<file path="config.mk">
export PLATFORM = sky130hd
export DESIGN_NAME = axis_gen_sequencer_flat
export DESIGN_NICKNAME = d
export VERILOG_FILES = /design/src/rtl/axis_gen_sequencer_pkg.sv /design/src/rtl/axis_gen_sequencer_if.sv /design/src/rtl/axis_gen_sequencer.sv /design/src/flat_wrapper.sv
export SDC_FILE = /design/constraint.sdc
export NUM_CORES = 1
export LEC_CHECK = 0
export ABC_AREA = 1
export CAP_MARGIN = 30
export CORE_UTILIZATION = 50
export CTS_CLUSTER_DIAMETER = 50
export DETAILED_ROUTE_END_ITERATION = 10
export PLACE_DENSITY = 0.77
export SETUP_SLACK_MARGIN = 0.15
export SYNTH_ARGS = -nofsm -noshare
export SYNTH_HDL_FRONTEND = slang
export SYNTH_SLANG_ARGS = --single-unit
</file>
<file path="constraint.sdc">
create_clock -name clock -period 2.6 [get_ports clock]
set_input_delay 0.39 -clock clock [delete_from_list [all_inputs] [get_ports clock]]
set_output_delay 0.39 -clock clock [all_outputs]
set_load 0.1 [all_outputs]
</file>
<file path="src/rtl/axis_gen_sequencer_pkg.sv">
// Shared types and helpers for the frame-run sequencer.
package axis_gen_sequencer_pkg;

    typedef enum logic [2:0] {
        IDLE,
        ARM,
        WAIT_LAST,
        GAP,
        DONE
    } SEQ_STATE;

    // A transfer only counts when the stream clock enable is also high.
    function automatic logic axis_beat(input logic valid, input logic ready, input logic aclken);
        return valid & ready & aclken;
    endfunction

endpackage

</file>
<file path="src/rtl/axis_gen_sequencer_if.sv">
// Passive tap of the generator output stream.
interface axis_gen_sequencer_if;
    logic mon_tvalid;
    logic mon_tready;
    logic mon_tlast;
    logic mon_aclken;

    modport master (output mon_tvalid, output mon_tready, output mon_tlast, output mon_aclken);
    modport slave  (input  mon_tvalid, input  mon_tready, input  mon_tlast, input  mon_aclken);
endinterface

</file>
<file path="src/rtl/axis_gen_sequencer.sv">
// Run-level controller: counted, gapped frame runs for the AXI-stream generator.
module axis_gen_sequencer
    import axis_gen_sequencer_pkg::*;
#(
    parameter int LEN_W   = 16,
    parameter int CNT_W   = 8,
    parameter int GAP_W   = 16,
    parameter int TIMEOUT = 4096
) (
    input  logic                 clock,
    input  logic                 rst_n,
    input  logic                 start,
    input  logic                 abort,
    input  logic [LEN_W-1:0]     cfg_length,
    input  logic [CNT_W-1:0]     cfg_frames,
    input  logic [GAP_W-1:0]     cfg_gap,
    axis_gen_sequencer_if.slave  mon,
    output logic                 gen_trigger,
    output logic [LEN_W-1:0]     gen_length,
    output logic                 busy,
    output logic                 done,
    output logic                 err,
    output logic [CNT_W-1:0]     frames_done
);

    localparam int TO_W  = $clog2(TIMEOUT);
    localparam int TMR_W = (GAP_W > TO_W) ? GAP_W : TO_W;

    SEQ_STATE         state_q;
    logic [LEN_W-1:0] len_q;
    logic [CNT_W-1:0] frames_q;
    logic [GAP_W-1:0] gap_q;
    logic [LEN_W-1:0] beat_q;
    logic [CNT_W-1:0] fd_q;
    logic             err_q;
    logic [TMR_W-1:0] tmr_q;

    // Incremented copies of the counters and stream qualifiers.
    logic [LEN_W-1:0] beat_d;
    logic [CNT_W-1:0] fd_d;
    logic [TMR_W-1:0] tmr_d;
    logic [GAP_W-1:0] gap_m1;
    logic             beat;
    logic             last;

    assign beat_d = beat_q + LEN_W'(1);
    assign fd_d   = fd_q + CNT_W'(1);
    assign tmr_d  = tmr_q + TMR_W'(1);
    assign gap_m1 = gap_q - GAP_W'(1);
    assign beat   = axis_beat(mon.mon_tvalid, mon.mon_tready, mon.mon_aclken);
    assign last   = beat & mon.mon_tlast;

    // Run FSM; the single timer serves both the gap count and the Last timeout.
    always_ff @(posedge clock) begin
        if (!rst_n) begin
            state_q  <= IDLE;
            len_q    <= '0;
            frames_q <= '0;
            gap_q    <= '0;
            beat_q   <= '0;
            fd_q     <= '0;
            err_q    <= 1'b0;
            tmr_q    <= '0;
        end else begin
            case (state_q)
                IDLE: begin
                    // abort in IDLE suppresses the run request entirely
                    if (start && !abort) begin
                        if (cfg_length > LEN_W'(1)) begin
                            len_q    <= cfg_length;
                            frames_q <= cfg_frames;
                            gap_q    <= cfg_gap;
                            err_q    <= 1'b0;
                            fd_q     <= '0;
                            beat_q   <= '0;
                            state_q  <= ARM;
                        end else begin
                            err_q <= 1'b1;
                        end
                    end
                end
                ARM: begin
                    beat_q  <= '0;
                    tmr_q   <= '0;
                    state_q <= abort ? IDLE : WAIT_LAST;
                end
                WAIT_LAST: begin
                    if (beat) beat_q <= beat_d;
                    if (last) begin
                        // a frame that ends still counts, even when aborted in the same cycle
                        fd_q  <= fd_d;
                        tmr_q <= '0;
                        if (beat_d != len_q) err_q <= 1'b1;
                        if (abort)                                state_q <= IDLE;
                        else if (frames_q != '0 && fd_d == frames_q) state_q <= DONE;
                        else if (gap_q != '0)                     state_q <= GAP;
                        else                                      state_q <= ARM;
                    end else if (abort) begin
                        state_q <= IDLE;
                    end else if (tmr_q == TMR_W'(TIMEOUT - 1)) begin
                        err_q   <= 1'b1;
                        state_q <= IDLE;
                    end else begin
                        tmr_q <= tmr_d;
                    end
                end
                GAP: begin
                    if (abort)                        state_q <= IDLE;
                    else if (tmr_q == TMR_W'(gap_m1)) state_q <= ARM;
                    else                              tmr_q   <= tmr_d;
                end
                DONE:    state_q <= IDLE;
                default: state_q <= IDLE;
            endcase
        end
    end

    assign gen_trigger = (state_q == ARM);
    assign done        = (state_q == DONE);
    assign busy        = (state_q != IDLE);
    assign gen_length  = len_q;
    assign frames_done = fd_q;
    assign err         = err_q;

endmodule

</file>
<file path="src/flat_wrapper.sv">
// flat-port wrapper written by rule: the top's interface ports become plain ports
module axis_gen_sequencer_flat import axis_gen_sequencer_pkg::*;
#(
    parameter int LEN_W   = 16,
    parameter int CNT_W   = 8,
    parameter int GAP_W   = 16,
    parameter int TIMEOUT = 4096
)
  (clock, rst_n, start, abort, cfg_length, cfg_frames, cfg_gap, gen_trigger, gen_length, busy, done, err, frames_done, mon_mon_tvalid, mon_mon_tready, mon_mon_tlast, mon_mon_aclken);
  axis_gen_sequencer_if mon_i ();
  input  logic clock;
  input  logic rst_n;
  input  logic start;
  input  logic abort;
  input  logic [LEN_W-1:0] cfg_length;
  input  logic [CNT_W-1:0] cfg_frames;
  input  logic [GAP_W-1:0] cfg_gap;
  output logic gen_trigger;
  output logic [LEN_W-1:0] gen_length;
  output logic busy;
  output logic done;
  output logic err;
  output logic [CNT_W-1:0] frames_done;
  input wire logic [$bits(mon_i.mon_tvalid)-1:0] mon_mon_tvalid;
  input wire logic [$bits(mon_i.mon_tready)-1:0] mon_mon_tready;
  input wire logic [$bits(mon_i.mon_tlast)-1:0] mon_mon_tlast;
  input wire logic [$bits(mon_i.mon_aclken)-1:0] mon_mon_aclken;
  assign mon_i.mon_tvalid = mon_mon_tvalid;
  assign mon_i.mon_tready = mon_mon_tready;
  assign mon_i.mon_tlast = mon_mon_tlast;
  assign mon_i.mon_aclken = mon_mon_aclken;
  axis_gen_sequencer #(.LEN_W(LEN_W), .CNT_W(CNT_W), .GAP_W(GAP_W), .TIMEOUT(TIMEOUT)) u_core (.clock(clock), .rst_n(rst_n), .start(start), .abort(abort), .cfg_length(cfg_length), .cfg_frames(cfg_frames), .cfg_gap(cfg_gap), .mon(mon_i), .gen_trigger(gen_trigger), .gen_length(gen_length), .busy(busy), .done(done), .err(err), .frames_done(frames_done));
endmodule
</file>
==> flow_summary.html <==
<table>
<tr><th>Metric</th><th>Value</th></tr>
<tr><th colspan="2">Clock network</th></tr>
<tr><td>Number of setup buffers added after CTS</td><td>0</td></tr>
<tr><td>Hold Buf Count CTS</td><td>0</td></tr>
<tr><td>Total CTS buffers</td><td>9</td></tr>
<tr><td>Master cell of the clock root buffer</td><td>clkbuf_8</td></tr>
<tr><td>CTS Sinks</td><td>84</td></tr>
<tr><td>Reg clk slew, reported paths</td><td>~80 ps</td></tr>
<tr><td>Count of H-tree levels built during CTS</td><td>3</td></tr>
<tr><td>Clock latency on the worst-skew pair</td><td>380 ps</td></tr>
<tr><td>Max Root-Sink Buffers</td><td>2</td></tr>
<tr><td>TritonCTS clock tree</td><td>yes</td></tr>
<tr><th colspan="2">Placement</th></tr>
<tr><td>Port-buffer cells</td><td>75</td></tr>
<tr><td>Final Wtd Congestion</td><td>0.8956</td></tr>
<tr><td>Half-perimeter wire length after detailed placement</td><td>10.61 mm</td></tr>
<tr><th colspan="2">Power</th></tr>
<tr><td>Logic gate share of total power</td><td>27.4%</td></tr>
<tr><td>Clock share of power</td><td>approximately a third</td></tr>
<tr><td>Fraction of power spent switching nets</td><td>34.22%</td></tr>
<tr><td>Internal Power</td><td>2.300 mW</td></tr>
<tr><td>PD cells</td><td>538.3 mW/mm²</td></tr>
<tr><td>Sequential share of power</td><td>41.0%</td></tr>
<tr><td>P_sw</td><td>1.197 mW</td></tr>
<tr><td>Leak pwr</td><td>around 2.8 nW</td></tr>
<tr><td>IR Drop Worst-Case VDD</td><td>0.3028 mV</td></tr>
<tr><td>Final Power</td><td>3.496 mW</td></tr>
<tr><th colspan="2">Global route</th></tr>
<tr><td>Overall track demand over capacity in global routing</td><td>between 20% and 30%</td></tr>
<tr><td>Largest net degree at the start of global routing</td><td>39</td></tr>
<tr><td>Wire length of the first global-routing pass</td><td>around 24 mm</td></tr>
<tr><td>Global routing met3 resource utilization</td><td>3.525%</td></tr>
<tr><td>Total overflow reported by the global router</td><td>0</td></tr>
<tr><td>Number of antenna violations at the first check in global routing</td><td>0</td></tr>
<tr><td>Busiest layer in global routing</td><td>met1</td></tr>
<tr><td>Global-route track usage on met2</td><td>38.67%</td></tr>
<tr><td>Met1 demand-to-capacity share in global routing</td><td>40.43%</td></tr>
<tr><td>Number of global-route vias before repair</td><td>4,900</td></tr>
<tr><th colspan="2">Die</th></tr>
<tr><td>Vertical extent of the die</td><td>~110 µm</td></tr>
<tr><td>Number of top-level pins</td><td>76</td></tr>
<tr><td>Overall die area</td><td>0.01108 mm²</td></tr>
<tr><td>Cell row count</td><td>37</td></tr>
<tr><td>Starting Density</td><td>roughly half</td></tr>
<tr><td>Core Footprint</td><td>0.01032 mm²</td></tr>
<tr><td>Die width</td><td>roughly 110 µm</td></tr>
<tr><th colspan="2">Setup path</th></tr>
<tr><td>WP buf/inv</td><td>2</td></tr>
<tr><td>Arrival time of the worst setup path</td><td>2460 ps</td></tr>
<tr><td>Cell with the most instances on the worst path</td><td>nor2_1</td></tr>
<tr><td>Kind of start point of the critical path</td><td>register</td></tr>
<tr><td>Worst endpoint required time</td><td>2870 ps</td></tr>
<tr><td>Kind of critical path</td><td>register to register</td></tr>
<tr><td>Maximum fanout count along the critical path</td><td>16</td></tr>
<tr><td>Delay of the slowest cell on the worst path</td><td>440 ps</td></tr>
<tr><td>Cell type of the slowest stage on the worst timing path</td><td>dfxtp_1</td></tr>
<tr><td>CP endpoint kind</td><td>register</td></tr>
<tr><td>Critical Path, Cell by Cell</td><td>ha_1 -&gt; nand2_1 -&gt; nor3_2 -&gt; nand2_1 -&gt; nor2_1 -&gt; and3_1 -&gt; a21oi_2 -&gt; buf_4 -&gt; nand2_4 -&gt; inv_1 -&gt; nor2_1 -&gt; nor2_1</td></tr>
<tr><td>Cell family with the largest share of critical-path delay</td><td>simple AND/OR/NAND/NOR gates</td></tr>
<tr><th colspan="2">Synth</th></tr>
<tr><td>Post-synth ARST share</td><td>0%</td></tr>
<tr><td>Mapped Area</td><td>0.005333 mm²</td></tr>
<tr><td>Leading register cell type out of synthesis</td><td>dfxtp_1</td></tr>
<tr><td>Net count after synthesis</td><td>914</td></tr>
<tr><td>Number of enable flip-flop cells after synthesis</td><td>0</td></tr>
<tr><td>Syn Inst Count</td><td>861</td></tr>
<tr><td>Register bit total from synthesis</td><td>84</td></tr>
<tr><td>Post-synthesis sequential area ratio</td><td>31.53%</td></tr>
<tr><td>Avg Inst Size Synth</td><td>6.194 µm²</td></tr>
<tr><td>Count of yosys warnings during synthesis</td><td>0</td></tr>
<tr><td>Number of distinct library cells after synthesis</td><td>41</td></tr>
<tr><th colspan="2">Timing</th></tr>
<tr><td>Actual transition at the worst max-transition pin</td><td>523.8 ps</td></tr>
<tr><td>Maximum achievable frequency</td><td>about 0.46 GHz</td></tr>
<tr><td>Final Slew Violations</td><td>0</td></tr>
<tr><td>Number of failing hold endpoints at the final stage</td><td>0</td></tr>
<tr><td>Post-route clock period utilization</td><td>a little over four fifths</td></tr>
<tr><td>Setup-failing EPs final</td><td>0</td></tr>
<tr><td>Worst slew margin relative to its limit</td><td>around two thirds</td></tr>
<tr><td>Final clock skew</td><td>10.25 ps</td></tr>
<tr><td>Time the worst path needs with I/O delays and setup</td><td>~2200 ps</td></tr>
<tr><td>Total Negative Setup Slacks</td><td>0 ps</td></tr>
<tr><td>Setup repair after global routing missed its margin</td><td>false</td></tr>
<tr><th colspan="2">Finish</th></tr>
<tr><td>Sequential cell area</td><td>0.001685 mm²</td></tr>
<tr><td>NumNets Final</td><td>995</td></tr>
<tr><td>Fill cell count</td><td>between 900 and 1,000</td></tr>
<tr><td>N_diodes</td><td>0</td></tr>
<tr><td>Synthesis-to-layout area growth</td><td>21.80%</td></tr>
<tr><td>Ratio of cells with drive above 1 in the final layout</td><td>10.45%</td></tr>
<tr><td>Area of the multi-input gates</td><td>0.003114 mm²</td></tr>
<tr><th colspan="2">Routing</th></tr>
<tr><td>Detailed-routing iteration count for the pre-antenna-repair pass</td><td>5</td></tr>
<tr><td>Via total after detailed routing</td><td>5,554</td></tr>
<tr><td>Number of nets with antenna violations after detailed routing</td><td>0</td></tr>
<tr><td>Detailed-route DRC error count</td><td>0</td></tr>
<tr><td>Per-cell routed wire length</td><td>approximately 13 µm</td></tr>
<tr><td>First-iteration detailed-routing DRC count</td><td>377</td></tr>
<tr><td>Final wirelength</td><td>13.81 mm</td></tr>
<tr><td>Vias per cell</td><td>5.128</td></tr>
<tr><th colspan="2">Flow run</th></tr>
<tr><td>Count of max-cap constraint violations</td><td>0</td></tr>
<tr><th colspan="2">Hold path</th></tr>
<tr><td>Worst hold path class</td><td>register to register</td></tr>
<tr><th colspan="2">Run status</th></tr>
<tr><td>Status</td><td>complete, no violations</td></tr>
</table>
==> repair_timing <==
| action | in CTS | in global routing |
|---|---|---|
| endpoints found under the setup margin | 0 | 18 |
| hold endpoints to repair | 0 | 0 |
| gates resized for setup | 0 | 3 |
==> metal layers <==
| layer | routed length [µm] | vias up |
|---|---|---|
| met5 | 0 | - |
| met2 | 5756 | 201 |
| li1 | - | 2927 |
| met3 | 952 | 19 |
| met1 | 6888 | 2407 |
| met4 | 211 | 0 |
==> tightest hold or removal path: stages (launching register included) <==
cell and delay (ps):
dfxtp_1 320, inv_1 50, a21oi_1 50
==> power groups by stage <==
stage / registers, mW / logic, mW / clock network [mW]
after floorplan: 1.59 / 0.550 / 0
after global placement: 1.46 / 0.944 / 0
after detailed placement: 1.46 / 0.951 / 0
after CTS: 1.43 / 0.954 / 1.11
after global routing: 1.44 / 1.06 / 1.19
final: 1.43 / 0.956 / 1.11
==> cells in the final DEF, fill, tap and decap left out, types with 2 or more instances in the layout <==
master           count
dfxtp_1             81
nand3b_1             3
a21oi_2              4
or2_2                3
nor2_1              92
a22oi_1              2
clkdlybuf4s50_1     47
a211oi_1             7
clkinv_2             2
nor2_4               2
nor2_2               5
nand4_1             17
dfxtp_2              3
nand2_2              4
bufinv_16            2
nand3_1             81
nor3_4               2
inv_2                5
inv_1              113
o21ai_0             51
nor4_1               4
o2111a_1             2
o21bai_1             3
nor3_1               5
buf_4               47
xor2_1              16
a21oi_1             72
clkbuf_8            12
xnor2_1              9
ha_1                 4
nand2_1            234
==> logic make-up (layout without fill, tap and decap cells) <==
logic type | after synthesis | in the layout | share of synthesized area, %
adders and majority gates | 5 | 5 | 1.173
and+or+nand+nor | 458 | 458 | 37.54
DFF | 84 | 84 | 31.53
xor gates and xnor gates | 26 | 26 | 4.528
AOI/OAI and AO/OA | 144 | 144 | 14.78
buffers and inverters | 144 | 230 | 10.44
==> sequential cells by signal, indices dropped and copies added, names as in the netlist <==
signal / count
u_core.beat_q: 16
u_core.gap_q: 16
u_core.gen_length: 16
u_core.tmr_q: 16
u_core.frames_done: 8
u_core.frames_q: 8
u_core.state_q: 3
u_core.err: 1
==> area by class of cell <==
type / count / area share, %
clock buffer: 12 / 2.543
clock inverter: 4 / 1.079
inverter: 119 / 6.877
multi-input combinational: 633 / 47.95
sequential: 84 / 25.95
tap: 136 / 2.620
timing repair buffer: 95 / 12.98
==> synth_stat cells, types with 5 or more instances <==
library cell  count  area (µm²)
nand3_1          81       405.4
nand2_1         234       878.3
nor3_1            6       30.03
nand4_1          17       106.4
o21ai_0          51       255.2
clkbuf_1         17       63.81
inv_1           115       431.7
ha_1              5       62.56
a21oi_1          72       360.4
a211oi_1          7       52.55
nor2_1           92       345.3
xnor2_1           9       78.83
dfxtp_1          84        1682
xor2_1           16       140.1
nor2_2            5       31.28
==> stage by stage <==
stage	utilization [%]	cells	setup WS (ps)	instance area, µm²	hold WS, ps
finish	62.91	1083	409.1	6495	451.2
global route	62.91	1083	176.3	6495	497.5
CTS	62.84	1083	310.9	6487	451.7
detailed placement	60.56	1067	182.4	6252	438.8
global placement	60.56	1067	195.1	6252	433.9
floorplan	-	861	164.7	5349	450.5
==> worst paths after layout <==
| path | from | to | slack (ps) | cells after the start |
|---|---|---|---|---|
| max | u_core.tmr_q[1] | u_core.tmr_q[1] | 410 | 12 |
| min | u_core.err | u_core.err | 450 | 2 |
| max reg2reg | u_core.tmr_q[1] | u_core.tmr_q[1] | 410 | 12 |
| min reg2reg | u_core.err | u_core.err | 450 | 2 |
No activity file was read; power rests on OpenSTA's default activity.
